`src/rtl/host_cycle_ctrl_if.sv`:
```
// CPU-side request interface for host_cycle_ctrl.
// Handshake: the requester raises cpu_req with cpu_rnw, cpu_data and the
// dec_* flags stable. The sequencer captures them once on acceptance and
// answers with a one-clk cpu_ack. busy is high from acceptance until
// cpu_ack. The requester drops cpu_req in the cpu_ack cycle. If cpu_req is
// still high one clk later, that is taken as a new access.
interface host_cycle_ctrl_if;
  logic       cpu_req;
  logic       cpu_rnw;
  logic [7:0] cpu_data;
  logic       dec_fe4x;
  logic       dec_rom_reg;
  logic       dec_shadow_reg;
  logic       cpu_ack;
  logic       busy;

  modport master (
    output cpu_req, cpu_rnw, cpu_data, dec_fe4x, dec_rom_reg, dec_shadow_reg,
    input  cpu_ack, busy
  );

  modport slave (
    input  cpu_req, cpu_rnw, cpu_data, dec_fe4x, dec_rom_reg, dec_shadow_reg,
    output cpu_ack, busy
  );
endinterface

```
`src/rtl/host_cycle_ctrl.sv`:
```
// host_cycle_ctrl: sequences CPU accesses onto the host bus, aligned to bbc_phi0.
// Optional feature macro: HOST_1MHZ_STRETCH_EN. When it is defined, FE4x
// accesses are stretched to two phi0 periods on the 1 MHz phase.
// state_dbg exposes the FSM state: 0 idle, 1 wait_edge, 2 addr, 3 data, 4 end.
module host_cycle_ctrl (
  input  logic             clk,
  input  logic             resetb,
  input  logic             bbc_phi0,
  host_cycle_ctrl_if.slave cpu,
  output logic             lat_en,
  output logic             bbc_rnw,
  output logic [3:0]       rom_bank,
  output logic             shadow_en,
  output logic [2:0]       state_dbg
);

  typedef enum logic [2:0] {
    S_IDLE      = 3'd0,
    S_WAIT_EDGE = 3'd1,
    S_ADDR      = 3'd2,
    S_DATA      = 3'd3,
    S_END       = 3'd4
  } state_t;

  state_t     state, next_state;
  logic       phi0_s1, phi0_s2, phi0_d;
  logic       phi0_rise, phi0_fall;
  logic       req_rnw, req_fe4x, req_rom, req_shadow;
  logic [7:0] req_data;
  logic       stretch_done;
  logic       stretched;
  logic       edge_ok;

  assign phi0_rise = phi0_s2 & ~phi0_d;
  assign phi0_fall = ~phi0_s2 & phi0_d;
  assign state_dbg = state;

  // Bring bbc_phi0 into the clk domain and keep one extra stage for edge detect.
  always_ff @(posedge clk or negedge resetb) begin
    if (!resetb) begin
      phi0_s1 <= 1'b0;
      phi0_s2 <= 1'b0;
      phi0_d  <= 1'b0;
    end else begin
      phi0_s1 <= bbc_phi0;
      phi0_s2 <= phi0_s1;
      phi0_d  <= phi0_s2;
    end
  end

`ifdef HOST_1MHZ_STRETCH_EN
  logic ph1m;

  // ph1m marks the 1 MHz phase. A stretched access starts on a fall where it
  // is 1, so the rise that follows clears it.
  always_ff @(posedge clk or negedge resetb) begin
    if (!resetb) ph1m <= 1'b0;
    else if (phi0_rise) ph1m <= ~ph1m;
  end

  assign stretched = req_fe4x;
  assign edge_ok   = phi0_fall & (~stretched | ph1m);
`else
  logic unused_fe4x;
  assign unused_fe4x = req_fe4x;
  assign stretched   = 1'b0;
  assign edge_ok     = phi0_fall;
`endif

  // State register.
  always_ff @(posedge clk or negedge resetb) begin
    if (!resetb) state <= S_IDLE;
    else state <= next_state;
  end

  // Next-state and output decode.
  always_comb begin
    next_state  = state;
    lat_en      = 1'b0;
    bbc_rnw     = 1'b1;
    cpu.cpu_ack = 1'b0;
    cpu.busy    = (state != S_IDLE);
    case (state)
      S_IDLE: begin
        if (cpu.cpu_req) next_state = S_WAIT_EDGE;
      end
      S_WAIT_EDGE: begin
        if (edge_ok) next_state = S_ADDR;
      end
      S_ADDR: begin
        lat_en  = 1'b1;
        bbc_rnw = req_rnw;
        if (phi0_rise) next_state = S_DATA;
      end
      S_DATA: begin
        lat_en  = 1'b1;
        bbc_rnw = req_rnw;
        if (phi0_fall) begin
          if (stretched && !stretch_done) next_state = S_ADDR;
          else next_state = S_END;
        end
      end
      S_END: begin
        bbc_rnw     = req_rnw;
        cpu.cpu_ack = 1'b1;
        next_state  = S_IDLE;
      end
      default: next_state = S_IDLE;
    endcase
  end

  // Capture the request on acceptance. Later changes on the CPU side are
  // ignored until the next access is accepted.
  always_ff @(posedge clk or negedge resetb) begin
    if (!resetb) begin
      req_rnw    <= 1'b1;
      req_data   <= 8'h00;
      req_fe4x   <= 1'b0;
      req_rom    <= 1'b0;
      req_shadow <= 1'b0;
    end else if (state == S_IDLE && cpu.cpu_req) begin
      req_rnw    <= cpu.cpu_rnw;
      req_data   <= cpu.cpu_data;
      req_fe4x   <= cpu.dec_fe4x;
      req_rom    <= cpu.dec_rom_reg;
      req_shadow <= cpu.dec_shadow_reg;
    end
  end

  // Track whether the first period of a stretched access has been run.
  always_ff @(posedge clk or negedge resetb) begin
    if (!resetb) stretch_done <= 1'b0;
    else if (state == S_IDLE) stretch_done <= 1'b0;
    else if (state == S_DATA && next_state == S_ADDR) stretch_done <= 1'b1;
  end

  // Mirror select-register writes. The update is made on the edge into END,
  // so the new value is already visible while cpu_ack is high.
  always_ff @(posedge clk or negedge resetb) begin
    if (!resetb) begin
      rom_bank  <= 4'h0;
      shadow_en <= 1'b0;
    end else if (state == S_DATA && next_state == S_END && !req_rnw) begin
      if (req_rom)    rom_bank  <= req_data[3:0];
      if (req_shadow) shadow_en <= req_data[7];
    end
  end

endmodule

```
`src/flat_wrapper.sv`:
```
// flat-port wrapper written by rule: the top's interface ports become plain ports
module host_cycle_ctrl_flat 
  (clk, resetb, bbc_phi0, lat_en, bbc_rnw, rom_bank, shadow_en, state_dbg, cpu_cpu_req, cpu_cpu_rnw, cpu_cpu_data, cpu_dec_fe4x, cpu_dec_rom_reg, cpu_dec_shadow_reg, cpu_cpu_ack, cpu_busy);
  host_cycle_ctrl_if cpu_i ();
  input  logic clk;
  input  logic resetb;
  input  logic bbc_phi0;
  output logic lat_en;
  output logic bbc_rnw;
  output logic [3:0] rom_bank;
  output logic shadow_en;
  output logic [2:0] state_dbg;
  input wire logic [$bits(cpu_i.cpu_req)-1:0] cpu_cpu_req;
  input wire logic [$bits(cpu_i.cpu_rnw)-1:0] cpu_cpu_rnw;
  input wire logic [$bits(cpu_i.cpu_data)-1:0] cpu_cpu_data;
  input wire logic [$bits(cpu_i.dec_fe4x)-1:0] cpu_dec_fe4x;
  input wire logic [$bits(cpu_i.dec_rom_reg)-1:0] cpu_dec_rom_reg;
  input wire logic [$bits(cpu_i.dec_shadow_reg)-1:0] cpu_dec_shadow_reg;
  output wire logic [$bits(cpu_i.cpu_ack)-1:0] cpu_cpu_ack;
  output wire logic [$bits(cpu_i.busy)-1:0] cpu_busy;
  assign cpu_i.cpu_req = cpu_cpu_req;
  assign cpu_i.cpu_rnw = cpu_cpu_rnw;
  assign cpu_i.cpu_data = cpu_cpu_data;
  assign cpu_i.dec_fe4x = cpu_dec_fe4x;
  assign cpu_i.dec_rom_reg = cpu_dec_rom_reg;
  assign cpu_i.dec_shadow_reg = cpu_dec_shadow_reg;
  assign cpu_cpu_ack = cpu_i.cpu_ack;
  assign cpu_busy = cpu_i.busy;
  host_cycle_ctrl u_core (.clk(clk), .resetb(resetb), .bbc_phi0(bbc_phi0), .cpu(cpu_i), .lat_en(lat_en), .bbc_rnw(bbc_rnw), .rom_bank(rom_bank), .shadow_en(shadow_en), .state_dbg(state_dbg));
endmodule
```
`config.mk`:
```
export PLATFORM = sky130hd
export DESIGN_NAME = host_cycle_ctrl_flat
export DESIGN_NICKNAME = d
export VERILOG_FILES = /design/src/rtl/host_cycle_ctrl_if.sv /design/src/rtl/host_cycle_ctrl.sv /design/src/flat_wrapper.sv
export SDC_FILE = /design/constraint.sdc
export NUM_CORES = 1
export LEC_CHECK = 0
export CAP_MARGIN = 25
export CORE_MARGIN = 4
export CORE_UTILIZATION = 45
export DETAILED_ROUTE_END_ITERATION = 12
export GPL_TIMING_DRIVEN = 0
export MAX_ROUTING_LAYER = met4
export PLACE_DENSITY_LB_ADDON = 0.12
export SETUP_SLACK_MARGIN = 0.4
export SLEW_MARGIN = 0
export SYNTH_ARGS = -nofsm -noshare
export SYNTH_HDL_FRONTEND = slang
export SYNTH_SLANG_ARGS = --single-unit
```
`constraint.sdc`:
```
create_clock -name clk -period 4.8 [get_ports clk]
set_input_delay 0.96 -clock clk [delete_from_list [all_inputs] [get_ports clk]]
set_output_delay 0.96 -clock clk [all_outputs]
set_load 0.02 [all_outputs]
```
==> results.sh <==
export IMPL_status="finished clean"
export IMPL_cts_tree="yes"
export IMPL_synth_area_um2=757
export IMPL_antenna_found_initial=0
export IMPL_layout_drive_gt1_share=0.222
export IMPL_start_util=0.491
export IMPL_synth_largest_area_cell="dfrtp_1"
export IMPL_slew_headroom=0.343
export IMPL_ant_nets=0
export IMPL_start_kind="flip-flop"
export IMPL_cp_end_kind="primary output"
export IMPL_track_usage=0.132
export IMPL_hold_viol=0
export IMPL_fmax_ghz=0.361
export IMPL_path_cells="nor2_1, and2_1, o21bai_1, clkdlybuf4s50_1"
export IMPL_finalSetupViolations=0
export IMPL_syn_inst=54
export IMPL_fillers=134
export IMPL_tns_ns=0
export IMPL_required_ns=3.84
export IMPL_wl_per_cell_um=14.3
export IMPL_arrival_ns=1.81
export IMPL_antenna_cells=0
export IMPL_first_pass_iters=3
export IMPL_vias=526
export IMPL_critPathSlowestCell="clkdlybuf4s50_1"
export IMPL_tightest_slew_ns=0.983
export IMPL_ys_types=20
export IMPL_busiest_layer="met2"
export IMPL_rsz0062_at_grt="false"
export IMPL_synth_area_per_cell_um2=14.0
export IMPL_final_nets=98
export IMPL_grtUsageMet3=0.0398
export IMPL_htreeDepth=1
export IMPL_min_period_ns=2.77
export IMPL_dp_cells=93
export IMPL_fp_coreArea_um2=1540
export IMPL_io_buffers=23
export IMPL_cts_hold_buf=0
export IMPL_drc_errors=0
export IMPL_peakVddDrop_mv=0.360
export IMPL_ios=28
export IMPL_powerDensity_nw_per_um2=599
export IMPL_path_max_fanout=7
export IMPL_critPathKind="reg -> out"
export IMPL_die_h_um=49.0
export IMPL_grt_overflow=0
export IMPL_p_leak_nw=0.459
export IMPL_place_gp_congestion=0.789
export IMPL_post_cts_resize_count=0
export IMPL_ctsLongestPathBuffers=2
export IMPL_dr_first_iter_drc_count=4
export IMPL_slowest_delay_ns=0.61
export IMPL_grt_pass1_vias=499
export IMPL_fp_row_count=14
export IMPL_finClkSkew_ns=0.00528
export IMPL_finalWirelength_um=1380
export IMPL_grt_max_degree=20
export IMPL_post_cts_buffers=0
export IMPL_cts_buffers=3
export IMPL_cts_root_buffer="clkbuf_4"
export IMPL_synth_nets=70
export IMPL_area_growth_pct=36.5
export IMPL_dpl_hpwl_um=1070
export IMPL_finalCritPeriodShare=0.577
export IMPL_clk_pin_slew_ns=0.11
export IMPL_yosysWarningCount=0
export IMPL_max_cap_violations=0
export IMPL_yosysTopAreaCellShare=0.595
export IMPL_synth_seq_area_share=0.630
export IMPL_ys_top_cells_by_area="dfrtp_1 60%, mux2_2 10%, mux2_4 7.9%"
export IMPL_grt_util_met2=0.207
export IMPL_vias_per_cell=5.42
export IMPL_holdWs_ns=0.359
export IMPL_die_w_um=49.0
export IMPL_stdcell_count=97
export IMPL_clk_insertion_delay_late_ns=0.29
export IMPL_synth_seq_cells=19
export IMPL_cts_sinks=19
export IMPL_use_met1=0.152
export IMPL_final_max_slew_viol_count=0
export IMPL_min_path_type="reg -> reg"
export IMPL_dieArea_um2=2400
export IMPL_grt_pass1_wl_um=2300
-- Yosys cell counts, drive strengths merged --
| cell | number |
|---|---|
| a21oi | 1 |
| a32oi | 1 |
| and2 | 1 |
| buf | 1 |
| dfrtp | 18 |
| dfstp | 1 |
| inv | 4 |
| mux2 | 11 |
| nand2 | 2 |
| nand2b | 1 |
| nand3b | 1 |
| nor2 | 3 |
| nor4 | 1 |
| nor4b | 1 |
| o21ai | 3 |
| o21bai | 1 |
| or3 | 1 |
| or4 | 1 |
| xor2 | 1 |
-- area by class of cell --
cell class	instances	area (µm²)	share of cell area
Multi-Input combinational cell	30	260	0.252
Inverter	4	15.0	0.0145
Buffer	1	5.00	0.00484
Timing Repair Buffer	23	230	0.223
Clock buffer	4	26.3	0.0254
Tap cell	16	20.0	0.0194
Sequential cell	19	477	0.461
-- layer usage --
metal,wire [µm],vias up
met1,602,261
li1,-,242
met5,0,-
met4,17,0
met2,671,19
met3,92,4
-- placed cells by master, fill, tap and decap left out, types with 2 or more instances in the layout --
cell and instances:
nor2_1 3, inv_1 4, clkbuf_4 3, clkdlybuf4s50_1 23, mux2_2 7, mux2_4 4, o21ai_0 3, dfrtp_1 18
nand2_1 2
-- metrics by stage --
stage | area, µm² | setup WS [ns] | power [mW] | util
after floorplan | 757 | 2.61 | 0.424 | -
after global placement | 1010 | 1.98 | 0.539 | 0.653
after detailed placement | 1010 | 1.97 | 0.548 | 0.653
after CTS | 1030 | 2.01 | 0.628 | 0.670
after global routing | 1030 | 1.88 | 0.664 | 0.670
final | 1030 | 2.03 | 0.619 | 0.670
-- critical path: cells and delay by family (launching register included) --
family | cells | cell delay, ns
and+or+nand+nor | 2 | 0.27
DFF | 1 | 0.51
buffers and inverters | 1 | 0.61
AOI/OAI and AO/OA | 1 | 0.13
-- registers in the layout (all words and copies together), names as in the netlist --
register,flops
u_core.rom_bank,4
u_core.req_rnw,1
u_core.req_data,5
u_core.req_shadow,1
u_core.shadow_en,1
u_core.phi0_d,1
u_core.state_dbg,3
u_core.req_rom,1
u_core.phi0_s1,1
u_core.phi0_s2,1
-- path summary, 6_finish.rpt --
kind	startpoint	to	slack, ns	depth (start not counted)
setup / recovery	u_core.state_dbg[1]	bbc_rnw	2.03	4
hold / removal	u_core.phi0_s1	u_core.phi0_s2	0.36	0
setup reg to reg	u_core.state_dbg[2]	u_core.req_data[3]	2.92	2
hold reg to reg	u_core.phi0_s1	u_core.phi0_s2	0.36	0
max in group asynchronous	resetb	u_core.req_data[2]	3.17	1
min in group asynchronous	resetb	u_core.phi0_d	1.13	1
-- kinds of logic (layout without fill, tap and decap cells) --
| logic type | count (synthesis) | in the layout | share of synthesized area |
|---|---|---|---|
| AOI/OAI and AO/OA | 6 | 6 | 0.0479 |
| xor gates and xnor gates | 1 | 1 | 0.0116 |
| buffers and inverters | 5 | 32 | 0.0264 |
| DFF | 19 | 19 | 0.630 |
| muxes | 11 | 11 | 0.183 |
| and+or+nand+nor | 12 | 12 | 0.101 |
-- report_power, final --
part           total [mW]  internal (mW)  switching [mW]
registers           0.273          0.226          0.0466
clock network      0.0797         0.0323          0.0474
logic               0.267          0.148           0.118
total               0.619          0.407           0.212
(Power assumes the default switching activity.)
